--- src/rtl/tpm_wb_regs.sv ---
// TPM <-> SoC Wishbone register window.
// Syncs LPC exec/abort, snapshots descriptors, drives irq and complete pulse.
module tpm_wb_regs #(
  parameter int          ADDR_WIDTH           = 11,
  parameter int          BUF_LEN_WIDTH        = 11,
  parameter int          COMPLETE_PULSE_WIDTH = 20,
  parameter logic [31:0] DEFAULT_READ_VALUE   = 32'hBADFABAC
) (
  input  logic                     clk_i,
  input  logic                     rstn_i,
  input  logic [ADDR_WIDTH-1:0]    wb_adr_i,
  input  logic [31:0]              wb_dat_i,
  output logic [31:0]              wb_dat_o,
  input  logic                     wb_we_i,
  input  logic [3:0]               wb_sel_i,
  input  logic                     wb_stb_i,
  input  logic                     wb_cyc_i,
  output logic                     wb_ack_o,
  output logic                     wb_err_o,
  input  logic                     exec_i,
  input  logic                     abort_i,
  input  logic [3:0]               op_type_i,
  input  logic [3:0]               locality_i,
  input  logic [BUF_LEN_WIDTH-1:0] buf_len_i,
  output logic                     complete_o,
  output logic                     irq_o
);

  localparam int AW = ADDR_WIDTH - 2;
  typedef logic [AW-1:0] idx_t;

  localparam idx_t R_STATUS   = idx_t'(0);
  localparam idx_t R_OP_TYPE  = idx_t'(1);
  localparam idx_t R_LOCALITY = idx_t'(2);
  localparam idx_t R_BUF_SIZE = idx_t'(3);
  localparam idx_t R_IRQ_PEND = idx_t'(4);
  localparam idx_t R_IRQ_EN   = idx_t'(5);
  localparam idx_t R_COMPLETE = idx_t'(16);

  logic exec_meta, exec_s, exec_q;
  logic abort_meta, abort_s, abort_q;
  logic exec_rise, abort_rise;

  logic [3:0]               sh_op;
  logic [3:0]               sh_loc;
  logic [BUF_LEN_WIDTH-1:0] sh_len;
  logic [1:0]               pend, pend_clr, pend_nxt;
  logic [1:0]               en;
  logic [7:0]               cnt, cnt_nxt;

  idx_t        idx;
  logic        req, wr, rd, cmp_go;
  logic [31:0] rdata;
  logic        unused_bits;

  assign idx        = wb_adr_i[ADDR_WIDTH-1:2];
  assign req        = wb_cyc_i & wb_stb_i & ~wb_ack_o;
  assign wr         = req & wb_we_i;
  assign rd         = req & ~wb_we_i;
  assign exec_rise  = exec_s & ~exec_q;
  assign abort_rise = abort_s & ~abort_q;
  assign wb_err_o   = 1'b0;
  assign irq_o      = |(pend & en);
  assign unused_bits = ^{wb_dat_i[31:2], wb_adr_i[1:0]};

  always_comb begin
    rdata = DEFAULT_READ_VALUE;
    case (idx)
      R_STATUS:   rdata = {29'b0, complete_o, abort_s, exec_s};
      R_OP_TYPE:  rdata = {28'b0, sh_op};
      R_LOCALITY: rdata = {28'b0, sh_loc};
      R_BUF_SIZE: rdata = {{(32-BUF_LEN_WIDTH){1'b0}}, sh_len};
      R_IRQ_PEND: rdata = {30'b0, pend};
      R_IRQ_EN:   rdata = {30'b0, en};
      R_COMPLETE: rdata = 32'b0;
      default:    rdata = DEFAULT_READ_VALUE;
    endcase
  end

  // Edge-set is OR-ed in after the W1C clear so a same-cycle set wins.
  always_comb begin
    pend_clr = 2'b0;
    if (wr && idx == R_IRQ_PEND && wb_sel_i[0])
      pend_clr = wb_dat_i[1:0];
    pend_nxt = (pend & ~pend_clr) | {abort_rise, exec_rise};
  end

  // Retrigger while running or without a pending command is dropped.
  always_comb begin
    cmp_go = wr && idx == R_COMPLETE && (|wb_sel_i)
             && cnt == 8'd0 && exec_s;
    if (cmp_go)
      cnt_nxt = 8'(COMPLETE_PULSE_WIDTH);
    else if (cnt != 8'd0)
      cnt_nxt = cnt - 8'd1;
    else
      cnt_nxt = 8'd0;
  end

  always_ff @(posedge clk_i or negedge rstn_i) begin
    if (!rstn_i) begin
      exec_meta  <= 1'b0;
      exec_s     <= 1'b0;
      exec_q     <= 1'b0;
      abort_meta <= 1'b0;
      abort_s    <= 1'b0;
      abort_q    <= 1'b0;
    end else begin
      exec_meta  <= exec_i;
      exec_s     <= exec_meta;
      exec_q     <= exec_s;
      abort_meta <= abort_i;
      abort_s    <= abort_meta;
      abort_q    <= abort_s;
    end
  end

  always_ff @(posedge clk_i or negedge rstn_i) begin
    if (!rstn_i) begin
      sh_op  <= '0;
      sh_loc <= '0;
      sh_len <= '0;
    end else if (exec_rise) begin
      sh_op  <= op_type_i;
      sh_loc <= locality_i;
      sh_len <= buf_len_i;
    end
  end

  always_ff @(posedge clk_i or negedge rstn_i) begin
    if (!rstn_i) begin
      pend <= 2'b0;
      en   <= 2'b0;
    end else begin
      pend <= pend_nxt;
      if (wr && idx == R_IRQ_EN && wb_sel_i[0])
        en <= wb_dat_i[1:0];
    end
  end

  always_ff @(posedge clk_i or negedge rstn_i) begin
    if (!rstn_i) begin
      cnt        <= 8'd0;
      complete_o <= 1'b0;
    end else begin
      cnt        <= cnt_nxt;
      complete_o <= cnt_nxt != 8'd0;
    end
  end

  always_ff @(posedge clk_i or negedge rstn_i) begin
    if (!rstn_i) begin
      wb_ack_o <= 1'b0;
      wb_dat_o <= 32'b0;
    end else begin
      wb_ack_o <= req;
      wb_dat_o <= rd ? rdata : 32'b0;
    end
  end

endmodule

--- config.mk ---
export PLATFORM = sky130hd
export DESIGN_NAME = tpm_wb_regs
export DESIGN_NICKNAME = d
export VERILOG_FILES = /design/src/rtl/tpm_wb_regs.sv
export SDC_FILE = /design/constraint.sdc
export NUM_CORES = 1
export LEC_CHECK = 0
export BUFFER_PORTS_ARGS = -buffer_cell sky130_fd_sc_hd__buf_2
export CORE_UTILIZATION = 42
export DETAILED_ROUTE_END_ITERATION = 10
export GPL_ROUTABILITY_DRIVEN = 1
export GPL_TIMING_DRIVEN = 0
export PLACE_DENSITY = 0.76
export SETUP_SLACK_MARGIN = 0.15
export SLEW_MARGIN = 40
export SYNTH_ARGS = -nofsm -noshare
export SYNTH_HDL_FRONTEND = slang
export SYNTH_SLANG_ARGS = --single-unit
--- constraint.sdc ---
create_clock -name clk_i -period 1.7 [get_ports clk_i]
set_clock_uncertainty 0.2 [all_clocks]
set_input_delay 0.17 -clock clk_i [delete_from_list [all_inputs] [get_ports clk_i]]
set_output_delay 0.17 -clock clk_i [all_outputs]
set_load 0.005 [all_outputs]
==> results of run 1 <==
## cell usage in the layout (no fill, tap or decap), types with 3 or more instances in the layout
cell,n
nor2_4,3
nand4_1,3
a21o_1,5
conb_1,7
dfrtp_1,48
nor2_2,3
nor2_1,10
and2_4,4
a22oi_1,3
nand2_1,6
nor3_2,3
dlygate4sd3_1,25
mux2i_1,6
buf_6,5
mux2_4,3
dfrtp_2,3
inv_1,7
a21oi_1,6
nand3_1,3
clkbuf_8,5
a211oi_1,3
buf_4,31
buf_2,70
mux2_2,22
## layer usage
layer  share of wire  vias up
li1                -      947
met1            0.42      977
met2            0.53       64
met3           0.039        4
met4          0.0088        0
met5               0        -
## layout make-up
class / instances / area [sq um] / share of cell area
plain buffers: 27 / 205 / 0.0591
well taps: 72 / 90.1 / 0.0259
clock buffers: 6 / 72.6 / 0.0209
inverters: 9 / 33.8 / 0.00973
flip-flops and latches: 51 / 1280 / 0.369
clock inverters: 2 / 12.5 / 0.00360
multi-input cells: 130 / 1090 / 0.314
repair buffers: 105 / 688 / 0.198
## worst min path at each step
stage          cells after the start     from  slack (ns)     endpoint
6_report                           4  wb_we_i        0.02  wb_dat_o[1]
5_1_grt                            4  wb_we_i        0.03  wb_dat_o[1]
4_1_cts                            3  wb_we_i       0.006  wb_dat_o[0]
3_5_place_dp                       1   rstn_i        0.04        en[1]
3_3_place_gp                       1  abort_i        0.08   abort_meta
2_1_floorplan                      0   rstn_i       -0.33   abort_meta
## repair_timing
action | 4_1_cts | 5_1_grt
setup endpoints to repair | 52 | 39
endpoints found under the hold margin | 77 | 0
buffers inserted | 8 | 3
pin swaps | 3 | 9
hold buffers | 25 | 0
resized for setup | 19 | 22
gates cloned | 0 | 0
## registers in the layout, indices dropped and copies added (netlist names)
signal / flops
abort_q: 1
sh_op: 4
pend: 2
abort_s: 1
en: 2
wb_dat_o: 12
sh_loc: 4
cnt: 8
complete_o: 1
exec_q: 1
exec_meta: 1
exec_s: 1
wb_ack_o: 1
abort_meta: 1
sh_len: 11
## power by group
group          leakage, nW  internal, mW  total [mW]  switching (mW)
Sequential           0.617          1.40        1.60           0.200
Combinational         1.06         0.598        1.08           0.487
Clock               0.0412         0.288       0.674           0.385
Total                 1.72          2.29        3.36            1.07
## critical path, stage by stage, from the launching register on
cell and delay [ns]:
dfrtp_1 0.40, inv_2 0.09, ha_2 0.26, xnor2_2 0.16, nand4_1 0.12, nor2_1 0.15
o221ai_2 0.12
## kinds of logic (layout without fill, tap and decap cells)
kind of cell    count (synthesis)  count (layout)  share of synthesized area
buf+inv                        36             149                     0.0911
simple gates                   56              56                      0.132
compound gates                 31              31                     0.0849
other cells                     1               7                    0.00155
mux                            31              31                      0.141
flops                          51              51                      0.528
fa+ha+maj                       2               2                     0.0104
xor+xnor                        3               3                     0.0109
==> results.sh, run 1 <==
export IMPL_grt_ovfl_total=0
export IMPL_rsz0062_at_grt="true"
export IMPL_slew_limit_headroom=0.580
export IMPL_critPathKind="flip-flop to flip-flop"
export IMPL_synth_edff_count=0
export IMPL_final_max_slew_viol_count=0
export IMPL_totalWireLength_um=5460
export IMPL_place_congestion=0.838
export IMPL_netlist_cell_type_count=42
export IMPL_num_io_pins=109
export IMPL_yosysTopAreaCellShare=0.528
export IMPL_finalCritPeriodShare=0.965
export IMPL_dp_hpwl_um=3700
export IMPL_final_cells=402
export IMPL_nets=404
export IMPL_synth_ff_latch_count=51
export IMPL_grt_pass1_vias=1869
export IMPL_area_growth_pct=43.6
export IMPL_htree_levels=2
export IMPL_drc=0
export IMPL_gr_usage_met1=0.234
export IMPL_grt_max_degree=52
export IMPL_maxCapViolations=0
export IMPL_place_area_sq_mm=0.00292
export IMPL_rrSetupSlack_ns=0.06
export IMPL_clk_latency_ns=0.30
export IMPL_worst_slack_ns=0.0599
export IMPL_min_path_type="primary input to flip-flop"
export IMPL_synthTopCellsByCount="dfrtp_1 (51), mux2_2 (25), buf_4 (22), nor2_1 (16), inv_1 (9)"
export IMPL_track_usage=0.187
export IMPL_ant_nets=0
export IMPL_rows=27
export IMPL_yosysMostFrequentCell="dfrtp_1"
export IMPL_drive_above_1_share=0.515
export IMPL_fin_util=0.627
export IMPL_yosysWarnings=0
export IMPL_power_mw=3.36
export IMPL_synth_seq_area_share=0.528
export IMPL_drtIter0Drc=83
export IMPL_timing_fmax_mhz=610
export IMPL_end_kind="flip-flop"
export IMPL_reg2regPathDepth=6
export IMPL_hold_violations=0
export IMPL_fin_hold_ws_ns=0.0188
export IMPL_cts_path_max_buffers=2
export IMPL_die_x_um=77.9
export IMPL_fillers=456
export IMPL_r2r_start="cnt[0]"
export IMPL_synth_flop_cell="dfrtp_1"
export IMPL_avgSynthCellArea_sq_um=11.5
export IMPL_crit_end="complete_o"
export IMPL_dp_cells=358
export IMPL_ys_top_cells_by_area="dfrtp_1 (53%), mux2_2 (12%), buf_4 (6.8%), mux2i_1 (2.5%), nor2_1 (2.5%)"
export IMPL_post_place_ws_ns=-0.192
export IMPL_antenna_found_initial=0
export IMPL_critPathLaunch="cnt[0]"
export IMPL_synth_cells=211
export IMPL_die_y_um=77.9
export IMPL_root_buffer="clkbuf_8"
export IMPL_busiest_layer="met2"
export IMPL_grt_pass1_wl_um=8760
export IMPL_path_clk_slew_ns=0.09
export IMPL_grt_use_met2=0.323
export IMPL_p_per_area_mw_per_mm2=968
export IMPL_cts_buffers_inserted=5
export IMPL_clock_sinks=51
export IMPL_via_per_inst=4.96
export IMPL_setup_tns_final_ns=0
export IMPL_n_antenna_cell=0
export IMPL_total_leakage_power_nw=1.72
export IMPL_start_kind="flip-flop"
export IMPL_r2r_end="complete_o"
export IMPL_start_util=0.436
export IMPL_port_buffers=69
export IMPL_wl_per_cell_um=13.6
export IMPL_cts_tree="built"
export IMPL_final_setup_viol_count=0
export IMPL_grt_use_met3=0.0259
export IMPL_syn_cell_area_sq_mm=0.00242
export IMPL_layout_min_cycle_time_ns=1.64
export IMPL_synthArstFlopShare=1.00
export IMPL_drtPass1Iterations=4
export IMPL_arrival_ns=1.61
export IMPL_yosysTopAreaCell="dfrtp_1"
export IMPL_final_cell_area_sq_mm=0.00347
export IMPL_run_status="completed"
export IMPL_core_area_sq_mm=0.00554
export IMPL_cp_required_ns=1.67
export IMPL_crit_fanout=6
export IMPL_tightest_slew_ns=0.630
export IMPL_via_count=1992
export IMPL_ir_drop_mv=0.594
export IMPL_die_area_sq_mm=0.00606
(Power assumes the default switching activity.)
==> run 2: changes to the inputs <==
--- a/config.mk
+++ b/config.mk
@@ -11,7 +11,7 @@
 export GPL_ROUTABILITY_DRIVEN = 1
 export GPL_TIMING_DRIVEN = 0
 export PLACE_DENSITY = 0.76
-export SETUP_SLACK_MARGIN = 0.15
+export SETUP_SLACK_MARGIN = 0.3
 export SLEW_MARGIN = 40
 export SYNTH_ARGS = -nofsm -noshare
 export SYNTH_HDL_FRONTEND = slang
==> run 2 against run 1 <==
  * Critical path depth is 1 higher
  * Critical path type unchanged
  * Utilization grew 7.7 points
  * Fmax down 2.8%
  * Hold slack improved by 0.025 ns
  * Sequential power hardly changed
  * Total power increased by 10%
  * Via count grew 4.4%
  * Critical endpoint is now cnt[4]
  * Die area did not move
  * Register-to-register slack worse by 0.05 ns
  * Setup slack worse by 0.047 ns
==> results.sh, run 2 (same netlist as run 1, synthesis figures left out) <==
export IMPL_run_status="completed"
export IMPL_port_buffers=69
export IMPL_final_max_slew_viol_count=0
export IMPL_final_setup_viol_count=0
export IMPL_via_count=2080
export IMPL_arrival_ns=1.71
export IMPL_area_growth_pct=61.3
export IMPL_post_place_ws_ns=-0.163
export IMPL_hold_violations=0
export IMPL_drtPass1Iterations=4
export IMPL_cts_path_max_buffers=2
export IMPL_cts_tree="built"
export IMPL_wl_per_cell_um=15.6
export IMPL_totalWireLength_um=6440
export IMPL_fin_hold_ws_ns=0.0440
export IMPL_start_util=0.436
export IMPL_worst_slack_ns=0.0124
export IMPL_ir_drop_mv=0.617
export IMPL_num_io_pins=109
export IMPL_min_path_type="primary input to flip-flop"
export IMPL_track_usage=0.207
export IMPL_drc=0
export IMPL_power_mw=3.70
export IMPL_top_regs="wb_dat_o (12), sh_len (11), cnt (8)"
export IMPL_fin_util=0.704
export IMPL_grt_ovfl_total=0
export IMPL_p_per_area_mw_per_mm2=950
export IMPL_htree_levels=2
export IMPL_start_kind="flip-flop"
export IMPL_path_clk_slew_ns=0.09
export IMPL_final_cell_mix="buf_2 (55), dfrtp_1 (48), buf_6 (37)"
export IMPL_timing_fmax_mhz=593
export IMPL_final_common_cell="buf_2"
export IMPL_drtIter0Drc=121
export IMPL_rsz0062_at_grt="true"
export IMPL_final_cells=412
export IMPL_place_congestion=0.849
export IMPL_cts_buffers_inserted=5
export IMPL_setup_tns_final_ns=0
export IMPL_end_kind="flip-flop"
export IMPL_critPathKind="flip-flop to flip-flop"
export IMPL_grt_pass1_vias=2021
export IMPL_nets=415
export IMPL_dp_cells=358
export IMPL_finalCritPeriodShare=0.993
export IMPL_crit_fanout=3
export IMPL_total_leakage_power_nw=1.91
export IMPL_rows=27
export IMPL_maxCapViolations=0
export IMPL_grt_pass1_wl_um=9630
export IMPL_largest_reg_flops=12
export IMPL_n_antenna_cell=0
export IMPL_layout_min_cycle_time_ns=1.69
export IMPL_die_y_um=77.9
export IMPL_tightest_slew_ns=0.635
export IMPL_drive_above_1_share=0.559
export IMPL_die_area_sq_mm=0.00606
export IMPL_cp_required_ns=1.73
export IMPL_regMostFlops="wb_dat_o"
export IMPL_via_per_inst=5.05
export IMPL_root_buffer="clkbuf_8"
export IMPL_core_area_sq_mm=0.00554
export IMPL_clk_latency_ns=0.31
export IMPL_final_cell_area_sq_mm=0.00390
export IMPL_place_area_sq_mm=0.00293
export IMPL_ant_nets=0
export IMPL_grt_max_degree=52
export IMPL_clock_sinks=51
export IMPL_antenna_found_initial=0
export IMPL_die_x_um=77.9
export IMPL_dp_hpwl_um=3490
export IMPL_slew_limit_headroom=0.576
## run 2: cell count changes in the layout (fill, tap and decap cells not counted), moves of 3 or more
cell	change
buf_6	+32
mux2_2	-19
mux2_4	+19
buf_2	-15
buf_4	-8
a211oi_1	-3
a211oi_2	+3
## run 2: timing repair
item,4_1_cts,5_1_grt
hold buffers,25,0
gates resized for setup,51,58
endpoints found under the hold margin,79,0
endpoints found under the setup margin,59,59
pin swaps,20,13
buffers inserted,14,6
cloned,2,0
## run 2: area by class of cell
| type | count | area, sq um |
|---|---|---|
| clock inverters | 1 | 5.00 |
| clock buffers | 6 | 82.6 |
| repair buffers | 116 | 887 |
| flip-flops and latches | 51 | 1280 |
| inverters | 9 | 33.8 |
| plain buffers | 27 | 262 |
| well taps | 72 | 90.1 |
| fillers | 359 | 1640 |
| multi-input cells | 130 | 1260 |
## run 2: metal layers
metal	vias to the layer above	routed length [um]	track usage	share of wire
li1	970	-	-	-
met1	1019	2680	0.261	0.42
met2	76	3310	0.350	0.51
met3	15	276	0.0271	0.043
met4	0	173	0.0962	0.027
met5	-	0	0	0
## run 2: power by group
group	total [mW]	switching [mW]	internal (mW)
clock	0.704	0.384	0.320
sequential	1.62	0.221	1.40
combinational	1.38	0.607	0.770
total	3.70	1.21	2.49
## run 2: path summary, 6_finish.rpt
path,from,to,slack (ns),cells past startpoint
min in group asynchronous,rstn_i,abort_meta,0.22,2
worst min register to register,abort_meta,abort_s,0.16,0
worst min-delay path,wb_adr_i[9],wb_dat_o[3],0.04,3
max in group asynchronous,rstn_i,wb_dat_o[29],0.62,2
worst max register to register,cnt[0],cnt[4],0.01,7
worst max-delay path,cnt[0],cnt[4],0.01,7
## run 2: critical path, stage by stage, from the launching register on
cell and delay, ns:
dfrtp_1 0.40, inv_2 0.08, ha_4 0.13, nor4b_4 0.28
buf_4 0.18, o21a_1 0.12, o21ai_1 0.07, a31oi_1 0.17
==> run 3: changes to the inputs <==
--- a/config.mk
+++ b/config.mk
@@ -10,8 +10,8 @@
 export DETAILED_ROUTE_END_ITERATION = 10
 export GPL_ROUTABILITY_DRIVEN = 1
 export GPL_TIMING_DRIVEN = 0
-export PLACE_DENSITY = 0.76
-export SETUP_SLACK_MARGIN = 0.3
+export PLACE_DENSITY = 0.75
+export SETUP_SLACK_MARGIN = 0.05
 export SLEW_MARGIN = 40
 export SYNTH_ARGS = -nofsm -noshare
 export SYNTH_HDL_FRONTEND = slang
==> run 3 against run 2 <==
  * Utilization down 9.6 points
  * Hold slack worse by 0.018 ns
  * Global-route usage down 2.6 points
  * Sequential power about the same
  * Via count down 6.0%
  * Fmax down 0.51%
  * Flip-flop and latch count unchanged
  * Wire length down 19%
==> results.sh, run 3 (same netlist as run 1, synthesis figures left out) <==
export IMPL_run_status="completed"
export IMPL_grt_pass1_wl_um=8390
export IMPL_dp_hpwl_um=3540
export IMPL_largest_reg_flops=12
export IMPL_slew_limit_headroom=0.570
export IMPL_reg2regPathDepth=6
export IMPL_timing_fmax_mhz=590
export IMPL_cp_required_ns=1.68
export IMPL_final_cell_mix="buf_2 (71), dfrtp_1 (49), buf_4 (29)"
export IMPL_area_growth_pct=39.2
export IMPL_critical_path_cell_chain="inv_2, ha_2, xnor2_1, nand4_1, nor2_1, o221ai_1"
export IMPL_path_clk_slew_ns=0.09
export IMPL_totalWireLength_um=5200
export IMPL_final_max_slew_viol_count=0
export IMPL_drc=0
export IMPL_via_count=1956
export IMPL_regMostFlops="wb_dat_o"
export IMPL_cts_tree="built"
export IMPL_n_antenna_cell=0
export IMPL_ir_drop_mv=0.843
export IMPL_num_io_pins=109
export IMPL_tightest_slew_ns=0.646
export IMPL_crit_fanout=6
export IMPL_antenna_found_initial=0
export IMPL_core_area_sq_mm=0.00554
export IMPL_finalCritPeriodShare=0.998
export IMPL_total_leakage_power_nw=1.68
export IMPL_clock_sinks=51
export IMPL_top_regs="wb_dat_o (12), sh_len (11), cnt (8)"
export IMPL_end_kind="flip-flop"
export IMPL_hp_start="wb_adr_i[9]"
export IMPL_root_buffer="clkbuf_8"
export IMPL_wl_per_cell_um=13.1
export IMPL_ant_nets=0
export IMPL_rows=27
export IMPL_cts_buffers_inserted=5
export IMPL_die_x_um=77.9
export IMPL_layout_min_cycle_time_ns=1.70
export IMPL_r2r_start="cnt[0]"
export IMPL_clk_latency_ns=0.31
export IMPL_final_setup_viol_count=0
export IMPL_die_area_sq_mm=0.00606
export IMPL_hold_violations=0
export IMPL_fin_hold_ws_ns=0.0261
export IMPL_arrival_ns=1.67
export IMPL_drtIter0Drc=84
export IMPL_place_congestion=0.810
export IMPL_grt_ovfl_total=0
export IMPL_crit_path_top_delay_cell="dfrtp_1"
export IMPL_setup_tns_final_ns=0
export IMPL_track_usage=0.181
export IMPL_min_path_type="primary input to flip-flop"
export IMPL_grt_pass1_vias=1888
export IMPL_critPathLaunch="cnt[0]"
export IMPL_cts_path_max_buffers=2
export IMPL_final_common_cell="buf_2"
export IMPL_via_per_inst=4.93
export IMPL_fin_util=0.607
export IMPL_drive_above_1_share=0.468
export IMPL_htree_levels=2
export IMPL_nets=399
export IMPL_start_kind="flip-flop"
export IMPL_slowest_delay_ns=0.40
export IMPL_rsz0062_at_grt="true"
export IMPL_rrSetupSlack_ns=0.004
export IMPL_drtPass1Iterations=4
export IMPL_die_y_um=77.9
export IMPL_grt_max_degree=52
export IMPL_port_buffers=69
export IMPL_r2r_end="complete_o"
export IMPL_maxCapViolations=0
export IMPL_critPathKind="flip-flop to flip-flop"
export IMPL_whs_path_depth=3
export IMPL_p_per_area_mw_per_mm2=1010
export IMPL_start_util=0.436
export IMPL_min_to="wb_dat_o[0]"
## run 3: changes by cell type in the layout (fill, tap and decap cells not counted), sizes merged
cell | before | now
buf | 117 | 100
clkbuf | 7 | 8
bufinv | 0 | 1
## run 3: how the worst max path moves through the flow
stage	to	slack [ns]	cells after the start
2_1_floorplan	complete_o	0.07	6
3_3_place_gp	complete_o	-0.11	6
3_5_place_dp	wb_dat_o[10]	-0.12	6
4_1_cts	complete_o	-0.005	6
5_1_grt	complete_o	-0.05	6
6_report	complete_o	0.004	6
## run 3: repair_timing
item | 4_1_cts | 5_1_grt
pin swaps | 2 | 2
hold buffers | 25 | 0
setup endpoints to repair | 34 | 32
setup buffers | 4 | 2
hold endpoints to repair | 80 | 0
resized for setup | 7 | 14
## run 3: stage by stage
| step | worst slack, ns | total power [mW] | std cells | area, sq um |
|---|---|---|---|---|
| after detailed placement | -0.118 | 2.32 | 358 | 2890 |
| after global routing | -0.0455 | 3.56 | 397 | 3360 |
| final | 0.00375 | 3.38 | 397 | 3360 |
| after floorplan | 0.0680 | 2.09 | 217 | 2450 |
| after global placement | -0.112 | 2.29 | 358 | 2890 |
| after CTS | -0.00514 | 3.28 | 395 | 3310 |
## run 3: critical path: cells and delay by family, from the launching register on
kind | cells | cell delay (ns)
AOI/OAI and AO/OA | 1 | 0.14
xor gates and xnor gates | 1 | 0.17
adders and majority gates | 1 | 0.26
buffers and inverters | 1 | 0.10
DFF | 1 | 0.40
and+or+nand+nor | 2 | 0.30
## run 3: power breakdown
group	leakage (nW)	internal [mW]	switching, mW
clock	0.0612	0.476	0.400
combinational	1.00	0.494	0.423
sequential	0.618	1.40	0.192
## run 3: per-layer routing
layer,GRT usage,routed length (um),share of wire
met1,0.212,2280,0.44
met3,0.0447,234,0.045
met5,0,0,0
met4,0.0774,70,0.013
met2,0.312,2620,0.50
## run 3: cell type report
| class | instances | area, sq um |
|---|---|---|
| well taps | 72 | 90.1 |
| clock buffers | 6 | 82.6 |
| multi-input cells | 130 | 1010 |
| repair buffers | 100 | 643 |
| clock inverters | 2 | 35.0 |
| flip-flops and latches | 51 | 1280 |
| plain buffers | 27 | 191 |
| fillers | 469 | 2180 |
| inverters | 9 | 33.8 |
